===== config.mk =====
export PLATFORM = sky130hd
export DESIGN_NAME = packet_tx_flat
export DESIGN_NICKNAME = d
export VERILOG_FILES = /design/src/rtl/packet_tx_if.sv /design/src/rtl/packet_tx.sv /design/src/flat_wrapper.sv
export SDC_FILE = /design/constraint.sdc
export NUM_CORES = 1
export LEC_CHECK = 0
export ABC_AREA = 1
export BUFFER_PORTS_ARGS = -buffer_cell sky130_fd_sc_hd__buf_2
export CORE_MARGIN = 3
export CORE_UTILIZATION = 35
export CTS_CLUSTER_DIAMETER = 100
export DETAILED_ROUTE_END_ITERATION = 10
export PLACE_DENSITY_LB_ADDON = 0.12
export SETUP_SLACK_MARGIN = 0.2
export SLEW_MARGIN = 5
export SYNTH_ARGS = -nofsm -noshare
export SYNTH_HDL_FRONTEND = slang
export SYNTH_SLANG_ARGS = --single-unit

===== constraint.sdc =====
create_clock -name clk -period 2.6 [get_ports clk]
set_input_delay 0.13 -clock clk [delete_from_list [all_inputs] [get_ports clk]]
set_output_delay 0.13 -clock clk [all_outputs]
set_load 0.03 [all_outputs]

===== src/rtl/packet_tx_if.sv =====
// Command, payload and router-output signals of the packet transmitter.
//
// Handshakes: a transfer happens on a rising clk edge where the
// valid-side signal (cmd_valid, pl_valid, data_out_req) and the
// ready-side signal (cmd_ready, pl_ready, data_out_ack) are both 1.
// The offering side keeps its data stable until that edge.
interface packet_tx_if #(
    parameter int DATA_WIDTH = 8,
    parameter int DATA_SIZE  = 6
);
    logic                  cmd_valid;
    logic                  cmd_ready;
    logic [1:0]            cmd_addr;
    logic [DATA_SIZE-1:0]  cmd_len;
    logic                  crc_en;
    logic [DATA_WIDTH-1:0] pl_data;
    logic                  pl_valid;
    logic                  pl_ready;
    logic [DATA_WIDTH-1:0] data_out;
    logic                  data_out_req;
    logic                  data_out_ack;

    // Environment side: issues commands and payload, acks the router link.
    modport master (
        output cmd_valid, cmd_addr, cmd_len, crc_en, pl_data, pl_valid, data_out_ack,
        input  cmd_ready, pl_ready, data_out, data_out_req
    );

    // Transmitter side.
    modport slave (
        input  cmd_valid, cmd_addr, cmd_len, crc_en, pl_data, pl_valid, data_out_ack,
        output cmd_ready, pl_ready, data_out, data_out_req
    );
endinterface


===== src/rtl/packet_tx.sv =====
// Packet transmitter: sends a header byte {len, addr}, len payload bytes
// and an optional XOR check byte over a req/ack byte link to a router.
// The single output register doubles as the link buffer; a new byte may
// be loaded in the same cycle the previous one is acked.
module packet_tx #(
    parameter int DATA_WIDTH = 8,
    parameter int DATA_SIZE  = 6
) (
    input  logic       clk,
    input  logic       rst_n,
    packet_tx_if.slave bus,
    output logic       busy,
    output logic       done,
    output logic [1:0] dbg_state_o
);
    typedef enum logic [1:0] {
        IDLE  = 2'd0,
        PLD   = 2'd1,
        CHK   = 2'd2,
        DRAIN = 2'd3
    } state_t;

    localparam logic [DATA_SIZE-1:0] ONE = DATA_SIZE'(1);

    state_t                state_q, state_d;
    logic [DATA_WIDTH-1:0] data_q, data_d;
    logic                  req_q, req_d;
    logic                  done_q, done_d;
    logic [DATA_WIDTH-1:0] chk_q, chk_d;
    logic [DATA_SIZE-1:0]  rem_q, rem_d;
    logic                  crc_q, crc_d;

    logic slot_free;
    logic pl_take;

    // The output register can take a new byte if it is empty or being acked now.
    assign slot_free = !req_q || bus.data_out_ack;
    assign pl_take   = (state_q == PLD) && slot_free && bus.pl_valid;

    assign bus.cmd_ready    = (state_q == IDLE);
    assign bus.pl_ready     = (state_q == PLD) && slot_free;
    assign bus.data_out     = data_q;
    assign bus.data_out_req = req_q;
    assign busy             = (state_q != IDLE);
    assign done             = done_q;
    assign dbg_state_o      = state_q;

    // State and datapath registers; reset abandons any packet in flight.
    always_ff @(posedge clk or negedge rst_n) begin
        if (!rst_n) begin
            state_q <= IDLE;
            data_q  <= '0;
            req_q   <= 1'b0;
            done_q  <= 1'b0;
            chk_q   <= '0;
            rem_q   <= '0;
            crc_q   <= 1'b0;
        end else begin
            state_q <= state_d;
            data_q  <= data_d;
            req_q   <= req_d;
            done_q  <= done_d;
            chk_q   <= chk_d;
            rem_q   <= rem_d;
            crc_q   <= crc_d;
        end
    end

    // Next-state and output-register loading for each packet phase.
    always_comb begin
        state_d = state_q;
        data_d  = data_q;
        req_d   = req_q;
        done_d  = 1'b0;
        chk_d   = chk_q;
        rem_d   = rem_q;
        crc_d   = crc_q;
        unique case (state_q)
            IDLE: begin
                if (bus.cmd_valid) begin
                    data_d = {bus.cmd_len, bus.cmd_addr};
                    req_d  = 1'b1;
                    chk_d  = {bus.cmd_len, bus.cmd_addr};
                    rem_d  = bus.cmd_len;
                    crc_d  = bus.crc_en;
                    if (bus.cmd_len != '0) begin
                        state_d = PLD;
                    end else if (bus.crc_en) begin
                        state_d = CHK;
                    end else begin
                        state_d = DRAIN;
                    end
                end
            end
            PLD: begin
                if (pl_take) begin
                    data_d = bus.pl_data;
                    req_d  = 1'b1;
                    chk_d  = chk_q ^ bus.pl_data;
                    rem_d  = rem_q - ONE;
                    if (rem_q == ONE) begin
                        state_d = crc_q ? CHK : DRAIN;
                    end
                end else if (slot_free) begin
                    // Byte acked but no payload ready: leave a bubble.
                    req_d = 1'b0;
                end
            end
            CHK: begin
                if (slot_free) begin
                    data_d  = chk_q;
                    req_d   = 1'b1;
                    state_d = DRAIN;
                end
            end
            DRAIN: begin
                if (req_q && bus.data_out_ack) begin
                    req_d   = 1'b0;
                    done_d  = 1'b1;
                    state_d = IDLE;
                end
            end
            default: state_d = IDLE;
        endcase
    end
endmodule

===== src/flat_wrapper.sv =====
// flat-port wrapper written by rule: the top's interface ports become plain ports
module packet_tx_flat 
#(
    parameter int DATA_WIDTH = 8,
    parameter int DATA_SIZE  = 6
)
  (clk, rst_n, busy, done, dbg_state_o, bus_cmd_valid, bus_cmd_addr, bus_cmd_len, bus_crc_en, bus_pl_data, bus_pl_valid, bus_data_out_ack, bus_cmd_ready, bus_pl_ready, bus_data_out, bus_data_out_req);
  packet_tx_if #(.DATA_WIDTH(DATA_WIDTH), .DATA_SIZE(DATA_SIZE)) bus_i ();
  input  logic clk;
  input  logic rst_n;
  output logic busy;
  output logic done;
  output logic [1:0] dbg_state_o;
  input wire logic [$bits(bus_i.cmd_valid)-1:0] bus_cmd_valid;
  input wire logic [$bits(bus_i.cmd_addr)-1:0] bus_cmd_addr;
  input wire logic [$bits(bus_i.cmd_len)-1:0] bus_cmd_len;
  input wire logic [$bits(bus_i.crc_en)-1:0] bus_crc_en;
  input wire logic [$bits(bus_i.pl_data)-1:0] bus_pl_data;
  input wire logic [$bits(bus_i.pl_valid)-1:0] bus_pl_valid;
  input wire logic [$bits(bus_i.data_out_ack)-1:0] bus_data_out_ack;
  output wire logic [$bits(bus_i.cmd_ready)-1:0] bus_cmd_ready;
  output wire logic [$bits(bus_i.pl_ready)-1:0] bus_pl_ready;
  output wire logic [$bits(bus_i.data_out)-1:0] bus_data_out;
  output wire logic [$bits(bus_i.data_out_req)-1:0] bus_data_out_req;
  assign bus_i.cmd_valid = bus_cmd_valid;
  assign bus_i.cmd_addr = bus_cmd_addr;
  assign bus_i.cmd_len = bus_cmd_len;
  assign bus_i.crc_en = bus_crc_en;
  assign bus_i.pl_data = bus_pl_data;
  assign bus_i.pl_valid = bus_pl_valid;
  assign bus_i.data_out_ack = bus_data_out_ack;
  assign bus_cmd_ready = bus_i.cmd_ready;
  assign bus_pl_ready = bus_i.pl_ready;
  assign bus_data_out = bus_i.data_out;
  assign bus_data_out_req = bus_i.data_out_req;
  packet_tx #(.DATA_WIDTH(DATA_WIDTH), .DATA_SIZE(DATA_SIZE)) u_core (.clk(clk), .rst_n(rst_n), .bus(bus_i), .busy(busy), .done(done), .dbg_state_o(dbg_state_o));
endmodule

== Word level (Yosys, flattened, before mapping) ==
Cells that the tools add are included.

* Register bits: 27
* Output and inout port bits: 15

* $add $sub $neg: 1
* Eq/ne operators: 10
* Mux-type cells: 26
* Bitwise gates (word level): 1
* Reduce and logical (&&, ||, !) cells: 15

{| class="wikitable"
|+ Operators with widths
! kind !! number
|-
| two-way mux 8 bit || 4
|-
| one-hot mux 8 bit (3 select lines) || 1
|-
| one-hot mux 8 bit (2 select lines) || 1
|-
| two-way mux 2 bit || 6
|-
| two-way mux 6 bit || 2
|-
| one-hot mux 6 bit (2 select lines) || 1
|-
| two-way mux 1 bit || 9
|-
| one-hot mux 2 bit (4 select lines) || 1
|-
| AND reduction 4 bit || 2
|-
| XOR 8 bit || 1
|-
| equality test 6 x 1 -> 1 bit, second input constant || 1
|-
| != test 2 x 1 -> 1 bit, second input constant || 3
|-
| nonzero test 6 bit || 1
|-
| subtractor 6 x 1 -> 6 bit, second input constant || 1
|-
| AND reduction 5 bit || 1
|-
| equality test 2 bit, second input constant || 2
|-
| != test 2 bit, second input constant || 2
|-
| one-hot mux 1 bit (4 select lines) || 1
|-
| nonzero test 2 bit || 2
|-
| logical AND 1 bit || 3
|-
| != test 3 x 1 -> 1 bit, second input constant || 1
|-
| AND reduction 3 bit || 1
|-
| nonzero test 3 bit || 1
|-
| equality test 2 x 1 -> 1 bit, second input constant || 1
|-
| other kinds (4) || 4
|}

== Longest topological paths before layout ==
* Depth after elaboration: 6
* Gate-level depth with buffers: 10
* Depth with buffers taken out: 9

== Worst setup path before layout ==
OpenSTA, ideal clock, no wires.

* Kind: reg2out
* Start point: reg u_core.state_q[1] (netlist: u_core.dbg_state_o[1])
* End point: out bus_pl_ready
* Data arrival time: 1720 ps
* Required time: 2470 ps
* Slack: 750 ps
* Stages on the path, launching flop included: 8
* Buffers on the path: 3
* Cell sequence: dfrtp_1 inv_1 ha_1 buf_6 inv_2 buf_6 buf_6 a21oi_1

* Cells in the longest elaborated chain, start to end: 2

{| class="wikitable"
|+ RTL lines
! element !! line !! source
|-
| start: declaration || packet_tx.sv:25 || <nowiki>state_t state_q, state_d;</nowiki>
|-
| start signal: assignment || packet_tx.sv:59 || <nowiki>state_q <= state_d;</nowiki>
|-
| equality test 2 x 1 -> 1 bit || packet_tx.sv:41 || <nowiki>assign bus.pl_ready = (state_q == PLD) && slot_free;</nowiki>
|-
| logical AND 1 bit || packet_tx.sv:41 ||
|-
| end: declaration || flat_wrapper.sv:22 || <nowiki>output wire logic [$bits(bus_i.pl_ready)-1:0] bus_pl_ready;</nowiki>
|}

Every way passes these cells.

== Final worst setup path ==
* Start point: reg u_core.state_q[1] (netlist: u_core.dbg_state_o[1])
* End point: reg u_core.chk_q[7]

* Cells in the longest elaborated chain, start to end: 5
* Elaborated cells on any way between the ends: 9
* Classes of those cells: eq/ne (3); mux (1); reduce/logical (5)

{| class="wikitable"
|+ RTL lines
! element !! line !! source
|-
| equality test 2 x 1 -> 1 bit || packet_tx.sv:38, packet_tx.sv:78 ||
|-
| logical AND 1 bit (2 in series) || packet_tx.sv:38 || <nowiki>assign pl_take = (state_q == PLD) && slot_free && bus.pl_valid;</nowiki>
|-
| != test 2 x 1 -> 1 bit (no line) || -- ||
|-
| AND reduction 3 bit (no line) || -- ||
|-
| end signal: assignment || packet_tx.sv:63 || <nowiki>chk_q <= chk_d;</nowiki>
|-
| end: declaration || packet_tx.sv:29 || <nowiki>logic [DATA_WIDTH-1:0] chk_q, chk_d;</nowiki>
|}

Several ways; a longest one is shown, not always the timed one.
A chain may end at the register's enable or synchronous reset.

==> out/metrics.yaml <==
status:
  outcome: "finished, final reports clean"
synth:
  synthesis.nets: 271
  synthArstFlopShare: 1.00
  ys_ff_latch: 27
  yosysMostFrequentCell: "nand2_1"
  syn_area_per_cell_um2: 7.27
  synthTopCellsByArea: "dfrtp_1 38%, nand2_1 17%, o21ai_0 6.8%, nor2_1 5.8%, ha_1 5.0%"
  yosys_warnings: 0
  synth_flop_cell: "dfrtp_1"
  synth_cell_types: 29
  netlist.area_leader.share: 0.384
  synth-seq-area-share: 0.384
  synth_edf_count: 0
  netlist_instances: 242
  synth_area_um2: 1760
  synth_commonest_cells: "82 x nand2_1, 27 x dfrtp_1, 27 x nor2_1"
  yosysTopAreaCell: "dfrtp_1"
sta:
  post-route-period-util: 0.732
  setup-tns-final_ns: 0
  rsz0062_at_grt: "no"
  slew_violations: 0
  fin_worst_skew_ns: 0.00555
  hold_viol_final: 0
  min_period_ns: 1.90
  setup_viol: 0
  worst_slew_margin_rel: 0.555
  whs_ns: 0.0996
  layout_setup_ws_ns: 0.696
  tightest_slew_ns: 0.668
  fmax_ghz: 0.525
drt:
  drt_iter0_drc: 96
  routed_via_density: 4.87
  ant_nets: 0
  drc: 0
  wl_per_cell_um: 13.0
  drt-pass1-iter-count: 4
  drt-total-wl_um: 4450
  num_vias: 1666
floorplan:
  dieArea_um2: 5920
  ioPinCount: 37
  start_util: 0.368
  die_x_um: 76.9
  rows: 25
  design.core.area_um2: 4790
  die_y_um: 76.9
critical_path:
  critPathMaxFanout: 20
  timing.rr.start: "u_core.dbg_state_o[1]"
  required_ns: 2.77
  worstSetupPathType: "reg -> reg"
  reg2reg_to: "u_core.chk_q[7]"
  critPathLaunchType: "flip-flop"
  reg2reg_setup_slack_ns: 0.70
  reg2reg_depth: 8
  end_kind: "flip-flop"
  arrival_ns: 2.07
cts:
  htreeDepth: 1
  path_clk_slew_ns: 0.10
  clkLatencyLatePin_ns: 0.28
  clk_path_buf_depth: 2
  cts_made_buffers: 3
  cts_hold_buffers: 1
  cts_resized: 0
  cts_tree: "done"
  cts_sinks: 27
  clock-root-buffer: "clkbuf_8"
  cts_setup_buffers: 0
cells_and_area:
  num_antenna_cells: 0
  fin_util: 0.421
  stdcell_count: 342
  multi_input_area_um2: 947
  regArea_um2: 676
  fillers: 513
  nets: 305
  finalInstanceArea_um2: 2010
  area_growth_pct: 14.4
  drive_gt1_frac: 0.185
grt:
  grt_first_pass_wirelength_um: 7730
  antenna_found_initial: 0
  grt_pass1_vias: 1697
  grt_max_degree: 28
  grtUsageTotal: 0.161
  overflow: 0
power_and_ir_drop:
  total_power_mw: 2.80
  p_leak_nw: 1.06
  ir_drop_mv: 0.854
  powerDensity_nw_per_um2: 1390
flow_run:
  maxCapViolCount: 0
place:
  dpl_cell_area_um2: 1950
  post-place-ws_ns: 0.699
  hpwl_um: 3290
  dp_cells: 337
  portBuffers: 36
  routabilityCongestion: 0.763
worst_hold_path:
  hold_class: "in -> reg"
  min_delay_path_depth: 3
  hp-start: "bus_crc_en"
  hold_path_end: "u_core.crc_q"
## how the worst max path moves through the flow
stage / to / slack (ns) / cells after the start / start
after floorplan: bus_pl_ready / 0.75 / 7 / u_core.dbg_state_o[1]
after global placement: u_core.chk_q[7] / 0.77 / 8 / u_core.dbg_state_o[1]
after detailed placement: u_core.chk_q[7] / 0.70 / 8 / u_core.dbg_state_o[1]
after CTS: u_core.chk_q[7] / 0.68 / 8 / u_core.dbg_state_o[1]
after global routing: u_core.chk_q[3] / 0.48 / 8 / u_core.dbg_state_o[1]
final: u_core.chk_q[7] / 0.70 / 8 / u_core.dbg_state_o[1]
## state kept, by name, indices dropped and copies added, names as in the netlist
register	flops
u_core.bus.data_out	8
u_core.done	1
u_core.dbg_state_o	2
u_core.chk_q	8
u_core.rem_q	6
u_core.crc_q	1
u_core.bus.data_out_req	1
## cell usage in the layout, fill, tap and decap left out, types with 2 or more instances in the layout
cell type,netlist,layout
nand2_2,3,3
nand2_1,82,82
nand4_1,2,2
xnor2_1,2,2
a21oi_1,11,11
buf_2,2,36
o21ai_0,24,24
ha_1,7,7
a22oi_1,2,2
a31oi_1,3,3
inv_2,2,2
nor2_1,27,27
nand3_1,7,7
dfrtp_1,27,27
inv_1,14,14
clkbuf_8,0,3
o21ai_1,10,10
## critical path: stages (launching register included)
cell     delay, ns
dfrtp_1       0.43
inv_1         0.10
ha_1          0.21
inv_2         0.27
nand2_2       0.13
nand2_1       0.09
nand2_1       0.26
o21ai_0       0.25
nand2_1       0.07
## routing by layer
layer  vias up  global-route usage  part of all wire
li1        852                   -                 -
met1       764               0.210              0.49
met2        44               0.280              0.46
met3         6              0.0258             0.045
met4         0              0.0362            0.0097
met5         -                   0                 0
## area by class of cell
cell class,instances,share of cell area
multi-input cells,190,0.470
flip-flops and latches,27,0.336
repair buffers,38,0.0982
well taps,67,0.0416
inverters,16,0.0298
clock buffers,3,0.0205
clock inverters,1,0.00373
## power by group
group	switching [mW]	leakage [nW]	internal, mW
Combinational	1.20	0.702	0.565
Clock	0.146	0.0217	0.109
Sequential	0.150	0.334	0.629
Total	1.49	1.06	1.30
## kinds of logic after synthesis
kind of cell	after synthesis	synth area share
buf+inv	25	0.0782
xor+xnor	3	0.0149
compound gates	52	0.161
flops	27	0.384
simple gates	128	0.312
fa+ha+maj	7	0.0497
No activity file was read; power rests on OpenSTA's default activity.
